[config.mk]
export PLATFORM = sky130hd
export DESIGN_NAME = apb_rr_arbiter
export DESIGN_NICKNAME = d
export VERILOG_FILES = /design/src/rtl/apb_rr_arbiter.sv
export SDC_FILE = /design/constraint.sdc
export NUM_CORES = 1
export LEC_CHECK = 0
export ABC_AREA = 1
export ABC_CLOCK_PERIOD_IN_PS = 2200
export CAP_MARGIN = 20
export CORE_MARGIN = 2
export CORE_UTILIZATION = 39
export DETAILED_ROUTE_END_ITERATION = 6
export PLACE_DENSITY_LB_ADDON = 0.25
export SLEW_MARGIN = 30
export SYNTH_ARGS = -nofsm -noshare
export SYNTH_HDL_FRONTEND = slang
export SYNTH_SLANG_ARGS = --single-unit
[constraint.sdc]
create_clock -name PCLK -period 2.2 [get_ports PCLK]
set_input_delay 0.33 -clock PCLK [delete_from_list [all_inputs] [get_ports PCLK]]
set_output_delay 0.33 -clock PCLK [all_outputs]
set_load 0.01 [all_outputs]
[src/rtl/apb_rr_arbiter.sv]
// apb_rr_arbiter: round-robin sharing of a single APB master port between
// NREQ requesters, with a PREADY timeout so a hung slave cannot hold the bus.
// Every output is driven straight from a flop; the combinational process
// computes next values and the sequential process registers them.
module apb_rr_arbiter #(
    parameter int NREQ    = 4,
    parameter int AW      = 8,
    parameter int DW      = 8,
    parameter int TIMEOUT = 16
) (
    input  logic               PCLK,
    input  logic               PRESETn,
    input  logic [NREQ-1:0]    req,
    input  logic [NREQ-1:0]    wr_rdn,
    input  logic [NREQ*AW-1:0] addr,
    input  logic [NREQ*DW-1:0] wdata,
    output logic [NREQ-1:0]    done,
    output logic               err,
    output logic [DW-1:0]      rd_data,
    output logic               busy,
    output logic               PSEL,
    output logic               PENABLE,
    output logic               PWRITE,
    output logic [AW-1:0]      PADDR,
    output logic [DW-1:0]      PWDATA,
    input  logic [DW-1:0]      PRDATA,
    input  logic               PREADY
);

    localparam int   IW    = (NREQ > 1) ? $clog2(NREQ) : 1;
    localparam int   CW    = (TIMEOUT > 1) ? $clog2(TIMEOUT) : 1;
    localparam logic TO_EN = (TIMEOUT != 0);

    typedef enum logic [1:0] {
        ST_IDLE   = 2'd0,
        ST_SETUP  = 2'd1,
        ST_ACCESS = 2'd2
    } state_t;

    state_t          r_state;
    logic [IW-1:0]   r_grant;
    logic [IW-1:0]   r_ptr;
    logic [CW-1:0]   r_cnt;

    state_t          w_state_nxt;
    logic [IW-1:0]   w_grant_nxt;
    logic [IW-1:0]   w_ptr_nxt;
    logic [CW-1:0]   w_cnt_nxt;
    logic [NREQ-1:0] w_done_nxt;
    logic            w_err_nxt;
    logic [DW-1:0]   w_rd_nxt;
    logic            w_pwrite_nxt;
    logic [AW-1:0]   w_paddr_nxt;
    logic [DW-1:0]   w_pwdata_nxt;
    logic [NREQ-1:0] w_mask;
    logic [IW:0]     w_pick;
    logic            w_win;
    logic [IW-1:0]   w_gidx;
    logic            w_launch;
    logic            w_complete;

    // One-hot decode of a requester index.
    function automatic logic [NREQ-1:0] onehot(input logic [IW-1:0] idx);
        return NREQ'(1) << idx;
    endfunction

    // First set bit of mask at or after ptr, wrapping modulo NREQ.
    // Result is {found, index}; scanning downwards makes the nearest one win.
    function automatic logic [IW:0] rr_pick(input logic [NREQ-1:0] mask,
                                            input logic [IW-1:0]   ptr);
        logic [IW:0] res;
        int          idx;
        res = '0;
        for (int k = NREQ - 1; k >= 0; k--) begin
            idx = int'(ptr) + k;
            if (idx >= NREQ) begin
                idx = idx - NREQ;
            end else begin
                idx = idx;
            end
            if (mask[IW'(idx)]) begin
                res = {1'b1, IW'(idx)};
            end else begin
                res = res;
            end
        end
        return res;
    endfunction

    // Next-state, arbitration and next-output computation.
    always_comb begin
        w_state_nxt  = r_state;
        w_grant_nxt  = r_grant;
        w_ptr_nxt    = r_ptr;
        w_cnt_nxt    = r_cnt;
        w_done_nxt   = '0;
        w_err_nxt    = 1'b0;
        w_rd_nxt     = rd_data;
        w_pwrite_nxt = PWRITE;
        w_paddr_nxt  = PADDR;
        w_pwdata_nxt = PWDATA;
        w_launch     = 1'b0;
        w_complete   = 1'b0;

        // In IDLE a requester still seeing its done pulse is skipped; at the
        // end of a transfer the just-served requester is skipped instead.
        if (r_state == ST_IDLE) begin
            w_mask = req & ~done;
        end else begin
            w_mask = req & ~onehot(r_grant);
        end
        w_pick = rr_pick(w_mask, r_ptr);
        w_win  = w_pick[IW];
        w_gidx = w_pick[IW-1:0];

        case (r_state)
            ST_IDLE: begin
                if (w_win) begin
                    w_launch = 1'b1;
                end else begin
                    w_state_nxt = ST_IDLE;
                end
            end
            ST_SETUP: begin
                w_state_nxt = ST_ACCESS;
                w_cnt_nxt   = '0;
            end
            ST_ACCESS: begin
                if (PREADY) begin
                    // A ready on the timeout cycle is a normal completion.
                    w_complete = 1'b1;
                    if (!PWRITE) begin
                        w_rd_nxt = PRDATA;
                    end else begin
                        w_rd_nxt = rd_data;
                    end
                end else if (TO_EN && (r_cnt == CW'(TIMEOUT - 1))) begin
                    w_complete = 1'b1;
                    w_err_nxt  = 1'b1;
                end else begin
                    w_cnt_nxt = r_cnt + CW'(1);
                end
            end
            default: begin
                w_state_nxt = ST_IDLE;
            end
        endcase

        if (w_complete) begin
            w_done_nxt = onehot(r_grant);
            if (w_win) begin
                w_launch = 1'b1;
            end else begin
                w_state_nxt  = ST_IDLE;
                w_paddr_nxt  = '0;
                w_pwdata_nxt = '0;
                w_pwrite_nxt = 1'b0;
            end
        end else begin
            w_done_nxt = '0;
        end

        if (w_launch) begin
            w_state_nxt  = ST_SETUP;
            w_grant_nxt  = w_gidx;
            w_paddr_nxt  = addr[int'(w_gidx)*AW +: AW];
            w_pwrite_nxt = wr_rdn[w_gidx];
            if (wr_rdn[w_gidx]) begin
                w_pwdata_nxt = wdata[int'(w_gidx)*DW +: DW];
            end else begin
                w_pwdata_nxt = '0;
            end
            if (w_gidx == IW'(NREQ - 1)) begin
                w_ptr_nxt = '0;
            end else begin
                w_ptr_nxt = w_gidx + IW'(1);
            end
        end else begin
            w_grant_nxt = w_grant_nxt;
        end
    end

    // State and output registers with synchronous active-low reset.
    always_ff @(posedge PCLK) begin
        if (!PRESETn) begin
            r_state <= ST_IDLE;
            r_grant <= '0;
            r_ptr   <= '0;
            r_cnt   <= '0;
            done    <= '0;
            err     <= 1'b0;
            rd_data <= '0;
            busy    <= 1'b0;
            PSEL    <= 1'b0;
            PENABLE <= 1'b0;
            PWRITE  <= 1'b0;
            PADDR   <= '0;
            PWDATA  <= '0;
        end else begin
            r_state <= w_state_nxt;
            r_grant <= w_grant_nxt;
            r_ptr   <= w_ptr_nxt;
            r_cnt   <= w_cnt_nxt;
            done    <= w_done_nxt;
            err     <= w_err_nxt;
            rd_data <= w_rd_nxt;
            busy    <= (w_state_nxt != ST_IDLE);
            PSEL    <= (w_state_nxt != ST_IDLE);
            PENABLE <= (w_state_nxt == ST_ACCESS);
            PWRITE  <= w_pwrite_nxt;
            PADDR   <= w_paddr_nxt;
            PWDATA  <= w_pwdata_nxt;
        end
    end

endmodule

==> flow_metrics.tcl <==
set metrics [dict create \
    status "finished with violations" \
    violations "setup timing" \
    cp_data_required_time_ns 2.37 \
    syn_area_per_cell_sq_um 6.35 \
    viasPerCell 5.15 \
    area_growth_pct 68.4 \
    clockRootBuffer "clkbuf_8" \
    setup_tns_ns -0.286 \
    dieHeight_microns 86.7 \
    startpoint "r_state[0]$_SDFF_PN0_" \
    pre_cts_ws_ns -0.275 \
    vias 3311 \
    comb_power_share_pct 73.0 \
    grt_pass1_vias 3082 \
    antenna_left 0 \
    min_from "PADDR[4]$_SDFFE_PN0P_" \
    synth.net_count 509 \
    final-max-slew-violation-count 0 \
    finalSetupViolations 17 \
    cts_hold_buf 0 \
    numPortBuffers 115 \
    cts_max_level 2 \
    finalHoldViolCount 0 \
    r2r_start "r_state[0]$_SDFF_PN0_" \
    antenna_found_initial 0 \
    avgRoutedWirePerCell_microns 14.0 \
    drc 0 \
    start_util_pct 39.7 \
    insertion_delay_ns 0.29 \
    hold_class "reg2reg" \
    start_kind "flop" \
    dp_cells 623 \
    clock_path_buffers 2 \
    skew_ns 0.00813 \
    grt_pass1_wl_mm 13.4 \
    first_pass_iters 5 \
    ir_drop_uv 576 \
    die_width_microns 86.7 \
    final_cells 643 \
    grt_max_degree 35 \
    cap_violations 0 \
    crit_fanout 8 \
    cp_slowest_stage_delay_ns 0.33 \
    worst_slew_pin_slew_ns 0.423 \
    seqPwrFrac_pct 18.0 \
    synthDistinctLibCells 28 \
    numCtsBuffers 5 \
    grt_setup_unrepaired "true" \
    die_area_sq_um 7520 \
    routed_wl_mm 9.02 \
    num_rows 30 \
    hpwl_mm 6.14 \
    ys_seq_elements 42 \
    layout_commonest_cell "clkdlybuf4s50_1" \
    syn_area_sq_um 2670 \
    fmax_mhz 448 \
    p_switching_mw 2.81 \
    finalPower_mw 5.88 \
    clock-sinks 42 \
    ys_seq_area_share_pct 31.5 \
    antennaDiodeCount 0 \
    arrival_ns 2.41 \
    netSwitchingFraction_pct 47.8 \
    netlist_instances 420 \
    grt_remaining_overflow 0 \
    cts_tree "done" \
    cp_cell_sequence "inv_2, ha_4, inv_6, nand3_4, nand3_2, nand2_2, nand2_2, nand2_2, inv_2, nand2_2, nand3_4, nand2_8, clkbuf_16, nand2_1, nand3_1, nand2_1, nand3_1, a21oi_1" \
    cp_num_buf_inv 4 \
    final_cell_mix "clkdlybuf4s50_1, nand2_1, inv_1" \
    path_delay_family "simple AND/OR/NAND/NOR gates" \
    ys_warn_count 0 \
    core_region_area_sq_um 6720 \
    worst_path_max_delay_cell "dfxtp_2" \
    drive_gt1_share_pct 18.3 \
    clk_pin_slew_ns 0.08 \
    powerDensity_nw_per_um2 1310 \
    fin_ws_ns -0.0319 \
    leakage_nw 2.04 \
    grt_use_total_pct 22.0 \
    critPathKind "reg2reg" \
    fin_nets 651 \
    max_slew_margin_pct 71.7 \
    first_iter_violations 110 \
    cp_common_cell "nand2_2" \
    io_pins 116 \
    p_clk_share_pct 9.0 \
    min_period_over_period_pct 101 \
    critPathCaptureType "flop" \
    internal-power_mw 3.07 \
    gp_congestion 0.853 \
    post-route-min-period_ns 2.23 \
]
## metal layers
layer | vias up | global-route usage, % | wire [microns]
li1 | 1616 | - | -
met1 | 1558 | 25.7 | 3700
met2 | 113 | 39.1 | 4530
met3 | 24 | 5.05 | 518
met4 | 0 | 7.81 | 259
met5 | - | 0 | 0
## cell families (layout without fill, tap and decap cells)
kind of cell	after synthesis	after routing	share of synthesized area, %
flops	42	42	31.5
compound gates	54	54	11.0
simple gates	229	232	39.8
fa+ha+maj	6	6	2.81
buf+inv	86	226	13.9
xor+xnor	3	3	0.985
## layout make-up
cell class	count	area [sq um]
clock buffers	6	82.6
inverters	69	267
fillers	602	2230
repair buffers	149	1490
clock inverters	2	12.5
well taps	80	100
flip-flops and latches	42	843
multi-input cells	295	1700
## registers in the layout, indices dropped and copies added, names as in the netlist
register,cells
done,4
r_grant,2
err,1
PADDR,8
r_ptr,2
PSEL,1
r_cnt,4
PWRITE,1
PWDATA,8
rd_data,8
r_state,2
PENABLE,1
## stage by stage
stage | area [sq um] | hold WS (ns) | utilization (%)
floorplan | 2670 | 0.409 | -
global placement | 4020 | 0.452 | 59.8
detailed placement | 4020 | 0.453 | 59.8
CTS | 4160 | 0.465 | 61.9
global route | 4490 | 0.481 | 66.9
finish | 4490 | 0.463 | 66.9
## path summary, 6_finish.rpt
| kind | depth (start not counted) | to | slack [ns] |
|---|---|---|---|
| worst min-delay path | 2 | PADDR[4]$_SDFFE_PN0P_ | 0.46 |
| worst max register to register | 18 | PWDATA[0]$_SDFFE_PN0P_ | -0.03 |
| worst max-delay path | 18 | PWDATA[0]$_SDFFE_PN0P_ | -0.03 |
| worst min register to register | 2 | PADDR[4]$_SDFFE_PN0P_ | 0.46 |
## what timing repair did
| item | in CTS | in global routing |
|---|---|---|
| cloned | 0 | 6 |
| buffers inserted | 1 | 5 |
| pin swaps | 1 | 10 |
| resized for setup | 9 | 52 |
| endpoints found under the setup margin | 20 | 24 |
## cells in the mapped netlist
| master | number | share of area (%) |
|---|---|---|
| nor3_1 | 6 | 1.1 |
| o21ai_1 | 7 | 1.3 |
| nor2_1 | 35 | 4.9 |
| nand3_4 | 1 | 0.66 |
| nand3b_1 | 14 | 3.9 |
| nand3_1 | 51 | 9.6 |
| or2_1 | 2 | 0.47 |
| inv_2 | 8 | 1.1 |
| nand2_2 | 3 | 0.70 |
| a211oi_1 | 3 | 0.84 |
| clkinv_1 | 2 | 0.28 |
| nand2_4 | 2 | 0.84 |
| clkbuf_1 | 4 | 0.56 |
| nand4_1 | 2 | 0.47 |
| buf_4 | 5 | 1.4 |
| nand3_2 | 5 | 1.9 |
| o21ai_2 | 1 | 0.33 |
| dfxtp_1 | 42 | 32 |
| inv_1 | 59 | 8.3 |
| o21ai_0 | 11 | 2.1 |
| buf_6 | 3 | 1.3 |
| o211ai_1 | 4 | 1.1 |
| buf_2 | 5 | 0.94 |
| a21oi_1 | 27 | 5.1 |
| nand2_1 | 108 | 15 |
| o31ai_1 | 1 | 0.28 |
| ha_1 | 6 | 2.8 |
| xor2_1 | 3 | 0.99 |
## worst reg2reg max path, cell delays in order, from the launching register on
cell       delay, ns
dfxtp_2         0.33
inv_2           0.07
ha_4            0.25
inv_6           0.08
nand3_4         0.09
nand3_2         0.09
nand2_2         0.13
nand2_2         0.08
nand2_2         0.09
inv_2           0.06
nand2_2         0.07
nand3_4         0.13
nand2_8         0.17
clkbuf_16       0.17
nand2_1         0.05
nand3_1         0.07
nand2_1         0.06
nand3_1         0.06
a21oi_1         0.06
## power by group through the flow
stage                     sequential [mW]  clock [mW]  combinational, mW
after floorplan                      1.08           0               2.30
after global placement               1.05           0               3.30
after detailed placement             1.06           0               3.37
after CTS                            1.04       0.536               3.46
after global routing                 1.08       0.568               4.70
final                                1.06       0.528               4.29
No activity file was read; power rests on OpenSTA's default activity.
